[src/rtl/if_stage_if.sv]
// Instruction-memory port of the fetch stage: req/ack request channel.
// master = fetch stage (req, addr out); slave = memory (ack, rdata out).
interface if_stage_if;
    logic        imem_req;
    logic [31:0] imem_addr;
    logic        imem_ack;
    logic [31:0] imem_rdata;

    modport master (
        output imem_req,
        output imem_addr,
        input  imem_ack,
        input  imem_rdata
    );

    modport slave (
        input  imem_req,
        input  imem_addr,
        output imem_ack,
        output imem_rdata
    );
endinterface

[src/rtl/if_stage.sv]
// Instruction fetch stage: PC, req/ack imem port, stall/redirect, IF/ID regs.
// Ports: clk, rst (async low), freeze, branch_taken/addr, imem bus, PC_out/INST/valid.
module if_stage #(
    parameter logic [31:0] RESET_PC = 32'h0000_0000,
    parameter logic [31:0] PC_STEP  = 32'd4
) (
    input  logic        clk,
    input  logic        rst,
    input  logic        freeze,
    input  logic        branch_taken,
    input  logic [31:0] branch_addr,
    if_stage_if.master  imem,
    output logic [31:0] PC_out,
    output logic [31:0] INST,
    output logic        valid
);

    typedef enum logic [1:0] {
        S_RESET   = 2'd0,
        S_REQ     = 2'd1,
        S_HOLD    = 2'd2,
        S_DISCARD = 2'd3
    } state_t;

    state_t      state_q;
    logic [31:0] pc_q;
    logic [31:0] fetch_addr_q;
    logic [31:0] hold_q;
    logic [31:0] pc_out_q;
    logic [31:0] inst_q;
    logic        valid_q;
    logic [31:0] fa_inc;

    assign fa_inc = fetch_addr_q + PC_STEP;

    assign imem.imem_req  = (state_q == S_REQ) || (state_q == S_DISCARD);
    assign imem.imem_addr = fetch_addr_q;

    assign PC_out = pc_out_q;
    assign INST   = inst_q;
    assign valid  = valid_q;

    always_ff @(posedge clk or negedge rst) begin
        if (!rst) begin
            state_q      <= S_RESET;
            pc_q         <= RESET_PC;
            fetch_addr_q <= RESET_PC;
            hold_q       <= 32'h0;
            pc_out_q     <= 32'h0;
            inst_q       <= 32'h0;
            valid_q      <= 1'b0;
        end else begin
            case (state_q)
                S_RESET: begin
                    fetch_addr_q <= pc_q;
                    state_q      <= S_REQ;
                end
                S_REQ: begin
                    if (branch_taken) begin
                        pc_q     <= branch_addr;
                        pc_out_q <= 32'h0;
                        inst_q   <= 32'h0;
                        valid_q  <= 1'b0;
                        // An un-acked request cannot be withdrawn; wait it out.
                        if (imem.imem_ack) fetch_addr_q <= branch_addr;
                        else               state_q      <= S_DISCARD;
                    end else if (imem.imem_ack) begin
                        pc_q <= fa_inc;
                        if (freeze) begin
                            // Park the word; decode is stalled.
                            hold_q  <= imem.imem_rdata;
                            state_q <= S_HOLD;
                        end else begin
                            pc_out_q     <= fa_inc;
                            inst_q       <= imem.imem_rdata;
                            valid_q      <= 1'b1;
                            fetch_addr_q <= fa_inc;
                        end
                    end else if (!freeze) begin
                        pc_out_q <= 32'h0;
                        inst_q   <= 32'h0;
                        valid_q  <= 1'b0;
                    end
                end
                S_HOLD: begin
                    if (branch_taken) begin
                        pc_q         <= branch_addr;
                        fetch_addr_q <= branch_addr;
                        pc_out_q     <= 32'h0;
                        inst_q       <= 32'h0;
                        valid_q      <= 1'b0;
                        state_q      <= S_REQ;
                    end else if (!freeze) begin
                        // pc already holds the parked word's address + step.
                        pc_out_q     <= pc_q;
                        inst_q       <= hold_q;
                        valid_q      <= 1'b1;
                        fetch_addr_q <= pc_q;
                        state_q      <= S_REQ;
                    end
                end
                S_DISCARD: begin
                    pc_out_q <= 32'h0;
                    inst_q   <= 32'h0;
                    valid_q  <= 1'b0;
                    if (branch_taken) pc_q <= branch_addr;
                    if (imem.imem_ack) begin
                        fetch_addr_q <= branch_taken ? branch_addr : pc_q;
                        state_q      <= S_REQ;
                    end
                end
                default: state_q <= S_RESET;
            endcase
        end
    end

endmodule
[src/flat_wrapper.sv]
// flat-port wrapper written by rule: the top's interface ports become plain ports
module if_stage_flat 
#(
    parameter logic [31:0] RESET_PC = 32'h0000_0000,
    parameter logic [31:0] PC_STEP  = 32'd4
)
  (clk, rst, freeze, branch_taken, branch_addr, PC_out, INST, valid, imem_imem_req, imem_imem_addr, imem_imem_ack, imem_imem_rdata);
  if_stage_if imem_i ();
  input  logic clk;
  input  logic rst;
  input  logic freeze;
  input  logic branch_taken;
  input  logic [31:0] branch_addr;
  output logic [31:0] PC_out;
  output logic [31:0] INST;
  output logic valid;
  output wire logic [$bits(imem_i.imem_req)-1:0] imem_imem_req;
  output wire logic [$bits(imem_i.imem_addr)-1:0] imem_imem_addr;
  input wire logic [$bits(imem_i.imem_ack)-1:0] imem_imem_ack;
  input wire logic [$bits(imem_i.imem_rdata)-1:0] imem_imem_rdata;
  assign imem_imem_req = imem_i.imem_req;
  assign imem_imem_addr = imem_i.imem_addr;
  assign imem_i.imem_ack = imem_imem_ack;
  assign imem_i.imem_rdata = imem_imem_rdata;
  if_stage #(.RESET_PC(RESET_PC), .PC_STEP(PC_STEP)) u_core (.clk(clk), .rst(rst), .freeze(freeze), .branch_taken(branch_taken), .branch_addr(branch_addr), .imem(imem_i), .PC_out(PC_out), .INST(INST), .valid(valid));
endmodule
[config.mk]
export PLATFORM = sky130hd
export DESIGN_NAME = if_stage_flat
export DESIGN_NICKNAME = d
export VERILOG_FILES = /design/src/rtl/if_stage_if.sv /design/src/rtl/if_stage.sv /design/src/flat_wrapper.sv
export SDC_FILE = /design/constraint.sdc
export NUM_CORES = 1
export LEC_CHECK = 0
export ABC_AREA = 1
export CAP_MARGIN = 10
export CELL_PAD_IN_SITES_DETAIL_PLACEMENT = 0
export CELL_PAD_IN_SITES_GLOBAL_PLACEMENT = 1
export CORE_MARGIN = 2
export CORE_UTILIZATION = 34
export DETAILED_ROUTE_END_ITERATION = 7
export GPL_ROUTABILITY_DRIVEN = 1
export PLACE_DENSITY = 0.87
export SYNTH_ARGS = -nofsm -noshare
export SYNTH_HDL_FRONTEND = slang
export SYNTH_SLANG_ARGS = --single-unit
[constraint.sdc]
create_clock -name clk -period 1.7 [get_ports clk]
set_clock_uncertainty 0.1 [all_clocks]
set_input_delay 0.255 -clock clk [delete_from_list [all_inputs] [get_ports clk]]
set_output_delay 0.255 -clock clk [all_outputs]
set_load 0.05 [all_outputs]
==> results of run 1 <==
==> report_power, final <==
group	leakage, nW	switching [mW]	internal (mW)	total [mW]
registers	2.04	1.07	5.40	6.47
clock network	0.290	1.70	2.25	3.95
logic	4.12	7.20	5.02	12.2
total	6.45	9.97	12.7	22.6
==> through the flow <==
stage / setup slack [ps] / util (%) / std cells / area [µm²]
floorplan: -118 / - / 1156 / 8680
global placement: -373 / 47.4 / 1722 / 11800
detailed placement: -407 / 47.4 / 1722 / 11800
CTS: -86.3 / 50.4 / 1761 / 12600
global route: -167 / 53.7 / 1785 / 13400
finish: -79.9 / 53.7 / 1785 / 13400
==> cells in the mapped netlist <==
cell,count
a21oi_1,69
a21oi_4,1
a22oi_1,11
a2bb2oi_1,18
a31oi_1,7
a32oi_1,2
and2_1,2
buf_2,26
buf_4,9
buf_6,4
clkbuf_1,22
dfrtp_1,163
ha_1,1
inv_1,90
inv_2,9
nand2_1,422
nand2_2,3
nand3_1,36
nand3_2,1
nand3b_1,9
nand4_1,4
nor2_1,74
nor2_2,5
nor2_4,5
nor3_1,2
o211ai_1,1
o21ai_0,119
o21ai_1,23
o21bai_1,3
o221ai_1,4
o22a_1,5
o22ai_1,3
xnor2_1,3
==> what timing repair did <==
item | CTS | global route
hold buffers | 1 | 0
setup endpoints to repair | 62 | 145
gates cloned | 0 | 11
endpoints found under the hold margin | 163 | 0
buffers inserted | 6 | 14
pin swaps | 16 | 33
resized for setup | 36 | 182
==> layout make-up <==
class                      instances  area share, %
multi-input combinational        833           32.8
clock inverter                    12          0.981
timing repair buffer             328           26.2
clock buffer                      20           3.41
tap                              330           3.08
inverter                          99           2.83
sequential                       163           30.7
==> layer usage <==
metal | vias to the layer above | GRT usage (%) | part of all wire, %
met5 | - | 0 | 0
met4 | 0 | 7.28 | 2.2
met3 | 43 | 5.19 | 6.5
met2 | 266 | 35.9 | 48
met1 | 4234 | 30.1 | 44
li1 | 4320 | - | -
==> logic make-up (layout without fill, tap and decap cells) <==
group	after synthesis	in the layout	synth area share, %
AO/OA/AOI/OAI	266	266	17.5
adder cells (fa/ha/maj)	1	1	0.146
buffers and inverters	160	459	8.11
AND/OR/NAND/NOR	563	563	26.5
XOR/XNOR	3	3	0.306
flip-flops	163	163	47.5
==> sequential cells by signal, summed over array words and instances (netlist names) <==
register               count
u_core.INST               32
u_core.PC_out             32
u_core.hold_q             32
u_core.imem.imem_addr     32
u_core.pc_q               32
u_core.state_q             2
u_core.valid               1
==> placed cells by master (no fill, tap or decap), types with 27 or more instances in the layout <==
cell               n
buf_12            52
nand2_2           48
nand2_1          365
a21oi_1           63
o21ai_0           68
nand3_1           27
nor2_1            51
buf_4            180
dfrtp_1          138
inv_1             86
o21ai_1           56
clkdlybuf4s50_1   67
==> worst reg2reg max path: stages, from the launching register on <==
cell      delay, ps
dfrtp_2         410
ha_4            170
nand2_4          60
nor2_4          140
nand2_4         120
nor2_4          200
nand3b_1        130
nand3_1         100
nand2_1          60
buf_4           130
o21ai_1         100
==> path summary, 6_finish.rpt <==
| kind | startpoint | end | slack (ps) | cells after the start |
|---|---|---|---|---|
| min | rst | u_core.pc_q[25] | 180 | 2 |
| max in group asynchronous | rst | u_core.imem.imem_addr[15] | 680 | 3 |
| min reg2reg | u_core.INST[26] | u_core.INST[26] | 370 | 2 |
| min in group clk | imem_imem_rdata[24] | u_core.hold_q[24] | 300 | 3 |
| max reg2reg | u_core.imem.imem_addr[3] | u_core.pc_q[28] | -80 | 10 |
| max | u_core.imem.imem_addr[3] | u_core.pc_q[28] | -80 | 10 |
==> results.py, run 1 <==
metrics = {
    "detailed_routing": {
        "routed_wl_mm": 31.0,
        "firstDrtPassIters": 7,
        "vias": 8863,
        "drc": 0,
        "drt_iter0_markers": 502,
        "postRouteAntennaNets": 0,
        "vias_per_cell": 4.97,
        "wl_per_cell_um": 17.4,
    },
    "grt": {
        "grt_pass1_vias": 8559,
        "grt_use_total_pct": 22.4,
        "grt_max_degree": 62,
        "grt_pass1_wl_mm": 46.2,
        "grt_overflow": 0,
        "antenna_found_initial": 0,
    },
    "synthesis": {
        "syn_inst": 1156,
        "synth_nets": 1226,
        "seq_area_frac_synth_pct": 47.5,
        "yosysUniqueCellTypes": 33,
        "synth_top_area_share_pct": 47.5,
        "postSynthAreaPerCell_um2": 7.43,
        "synthesis.area_mm2": 0.00859,
        "synth_area_leaders": "dfrtp_1 (47%), nand2_1 (18%), o21ai_0 (6.9%)",
        "synth-seq-cells": 163,
        "yosysTopAreaCell": "dfrtp_1",
        "ys_warn_count": 0,
    },
    "timing": {
        "hold_viol_final": 0,
        "maxSlewViolCount": 0,
        "max_freq_mhz": 562,
        "period_share_pct": 105,
        "holdWs_ps": 178,
        "grt_setup_unrepaired": "yes",
        "min_period_ps": 1780,
        "setup-tns-final_ps": -586,
        "worst_pin_slew_ps": 340,
        "setup_viol": 24,
        "finalWorstSetupSlack_ps": -79.9,
        "slew_headroom_pct": 77.3,
    },
    "clock_tree": {
        "ctsRootBufferMaster": "clkbuf_16",
        "h-tree-depth": 4,
        "clkSinkCount": 163,
        "clock_latency_ps": 430,
        "cts.clk_slew.worst_paths_ps": 70,
        "cts_tree": "done",
        "cts_buffer_depth": 2,
        "numCtsBuffers": 17,
    },
    "critical_path": {
        "critical_path_buf_inv_count": 1,
        "crit_family": "simple AND/OR/NAND/NOR gates",
        "startpoint_type": "flip-flop",
        "slowest_delay_ps": 410,
        "critPathKind": "flip-flop to flip-flop",
        "end_kind": "flip-flop",
        "required_ps": 1960,
        "cp.arrival_ps": 2040,
        "crit_chain": "ha_4 > nand2_4 > nor2_4 > nand2_4 > nor2_4 > nand3b_1 > nand3_1 > nand2_1 > buf_4 > o21ai_1",
        "crit_slowest_cell": "dfrtp_2",
        "crit_fanout": 5,
    },
    "power_and_ir_drop": {
        "leakagePower_nw": 6.45,
        "ir_drop_mv": 0.998,
        "pwr_density_cell_mw_per_mm2": 1690,
        "power_mw": 22.6,
    },
    "floorplanning": {
        "ios": 167,
        "dieWidth_um": 163,
        "dieArea_mm2": 0.0266,
        "start_util_pct": 34.4,
        "core_mm2": 0.0250,
        "die_h_um": 163,
        "floorplan.rows": 58,
    },
    "layout": {
        "antenna-diode-count": 0,
        "final-seq-area_mm2": 0.00411,
        "multi_input_area_mm2": 0.00440,
        "syn_to_final_growth_pct": 56.0,
        "nets": 1512,
        "num-fill-cells": 2330,
        "drive_above_1_share_pct": 32.5,
    },
    "job": {
        "cap_violations": 0,
    },
    "placement": {
        "gp_congestion": 0.917,
        "hpwl_mm": 21.3,
        "port_buffers": 166,
    },
    "worst_hold_path": {
        "hold_class": "input port to asynchronous set/reset pin",
    },
    "outcome": {
        "status": "finished, violations left",
        "violations": "negative setup slack",
    },
}
(Power assumes the default switching activity.)
==> inputs of run 2 (changes only) <==
Settings changed: CORE_MARGIN 2 to not set.
==> run 2 against run 1 <==
The flow still finishes with violations (negative setup slack). Combinational power up 6%. Register-to-register slack got worse by 20 ps. Maximum frequency fell by 1.2%. Cell count is 1.2% higher. Clock power hardly changed. Sequential share of layout area down 1.2 points. First-iteration DRC count up 50%. Die area is 2.4% lower.
==> results.py, run 2 (synthesis results as in run 1) <==
metrics = {
    "outcome": {
        "status": "finished, violations left",
        "violations": "negative setup slack",
    },
    "grt": {
        "grt_pass1_wl_mm": 46.5,
        "grt_use_total_pct": 23.1,
        "grt_max_degree": 66,
        "grt_pass1_vias": 8470,
        "antenna_found_initial": 0,
        "grt_overflow": 0,
    },
    "floorplanning": {
        "dieWidth_um": 161,
        "start_util_pct": 35.0,
        "dieArea_mm2": 0.0259,
        "ios": 167,
        "floorplan.rows": 57,
        "die_h_um": 161,
        "core_mm2": 0.0245,
    },
    "power_and_ir_drop": {
        "pwr_density_cell_mw_per_mm2": 1680,
        "leakagePower_nw": 6.68,
        "ir_drop_mv": 0.990,
        "seq_power_share_pct": 28.1,
        "swShare_pct": 44.8,
        "combPwrFrac_pct": 55.2,
        "clkPwrFrac_pct": 16.7,
        "power.internal_mw": 12.9,
        "p_sw_mw": 10.5,
    },
    "timing": {
        "setup_viol": 65,
        "period_share_pct": 106,
        "hold_viol_final": 0,
        "setup-tns-final_ps": -2090,
        "finalWorstSetupSlack_ps": -101,
        "worst_pin_slew_ps": 303,
        "min_period_ps": 1800,
        "slew_headroom_pct": 79.6,
        "max_freq_mhz": 555,
        "holdWs_ps": 141,
        "grt_setup_unrepaired": "yes",
        "maxSlewViolCount": 0,
    },
    "clock_tree": {
        "ctsRootBufferMaster": "clkbuf_16",
        "clkSinkCount": 163,
        "cts_buffer_depth": 2,
        "cts_tree": "done",
        "numCtsBuffers": 17,
        "clock_latency_ps": 440,
        "h-tree-depth": 4,
        "cts.clk_slew.worst_paths_ps": 70,
    },
    "layout": {
        "multi_input_area_mm2": 0.00462,
        "final_core_utilization_pct": 56.9,
        "num-fill-cells": 2174,
        "syn_to_final_growth_pct": 62.5,
        "mostFrequentLayoutCells": "nand2_1 (357), buf_4 (192), dfrtp_1 (138)",
        "nets": 1540,
        "antenna-diode-count": 0,
        "drive_above_1_share_pct": 36.1,
        "final-seq-area_mm2": 0.00411,
        "layout_commonest_cell": "nand2_1",
        "stdcell_area_mm2": 0.0140,
    },
    "detailed_routing": {
        "drc": 0,
        "routed_wl_mm": 32.7,
        "vias_per_cell": 5.14,
        "wl_per_cell_um": 18.1,
        "drt_iter0_markers": 754,
        "vias": 9280,
        "postRouteAntennaNets": 0,
        "firstDrtPassIters": 6,
    },
    "placement": {
        "gp_congestion": 0.916,
        "port_buffers": 166,
        "hpwl_mm": 21.2,
        "place_ws_ps": -466,
        "placed_cell_area_mm2": 0.0118,
    },
    "critical_path": {
        "critPathKind": "flip-flop to flip-flop",
        "crit_fanout": 4,
        "end_kind": "flip-flop",
        "cp.arrival_ps": 2030,
        "startpoint_type": "flip-flop",
        "required_ps": 1930,
    },
    "worst_hold_path": {
        "hold_class": "input port to asynchronous set/reset pin",
    },
    "job": {
        "cap_violations": 0,
    },
}
## run 2: changes by cell type in the layout (fill, tap and decap cells not counted), moves of 10 or more
cell     before  now
buf_6        15   28
buf_4       180  192
a21oi_1      63   52
a21oi_2       5   15
o21ai_0      68   58
## run 2: worst paths after layout
check / startpoint / endpoint / slack, ps / depth (start not counted)
max in group asynchronous: rst / u_core.imem.imem_addr[23] / 790 / 3
worst max register to register: u_core.imem.imem_addr[3] / u_core.imem.imem_addr[24] / -100 / 13
worst max-delay path: u_core.imem.imem_addr[3] / u_core.imem.imem_addr[24] / -100 / 13
worst min register to register: u_core.INST[28] / u_core.INST[28] / 380 / 2
min in group clk: imem_imem_rdata[21] / u_core.hold_q[21] / 290 / 3
worst min-delay path: rst / u_core.pc_q[20] / 140 / 2
## run 2: final cells by class
class / count / share of cell area (%)
inverter: 99 / 2.82
clock buffer: 18 / 3.15
timing repair buffer: 356 / 27.6
multi-input combinational: 833 / 33.1
tap: 324 / 2.90
sequential: 163 / 29.4
clock inverter: 14 / 1.02
## run 2: per-stage QoR
step / total power, mW / instances
after floorplan: 12.5 / 1156
after global placement: 17.4 / 1722
after detailed placement: 17.5 / 1722
after CTS: 21.7 / 1764
after global routing: 24.6 / 1807
final: 23.4 / 1807
## run 2: metal layers
metal  routed length, µm  global-route usage (%)
met1               13700                    31.0
met3                2380                    5.29
met5                   0                       0
met4                 717                    5.87
met2               15900                    37.4
## run 2: power groups by stage
stage | Clock [mW] | Combinational [mW] | Sequential (mW)
floorplan | 0 | 3.52 | 8.93
global placement | 0 | 10.9 | 6.50
detailed placement | 0 | 11.0 | 6.51
CTS | 3.97 | 11.3 | 6.45
global route | 4.12 | 13.7 | 6.73
finish | 3.92 | 12.9 | 6.57
## run 2: what timing repair did
item                                   in CTS  in global routing
setup endpoints to repair                  51                153
buffers inserted                            7                 33
endpoints found under the hold margin     163                  0
cloned                                      2                 12
pin swaps                                  13                 63
hold buffers                                1                  0
gates resized for setup                    33                266
## run 2: critical path: stages, from the launching register on
cell	delay, ps
dfrtp_2	420
ha_4	170
nand2_4	60
nor2_4	170
buf_6	130
nand2_4	60
nor2_4	130
nand2_1	70
nand2_1	70
nand3_1	80
nand2_1	80
nand2_1	50
nand2_1	60
nand2_1	40
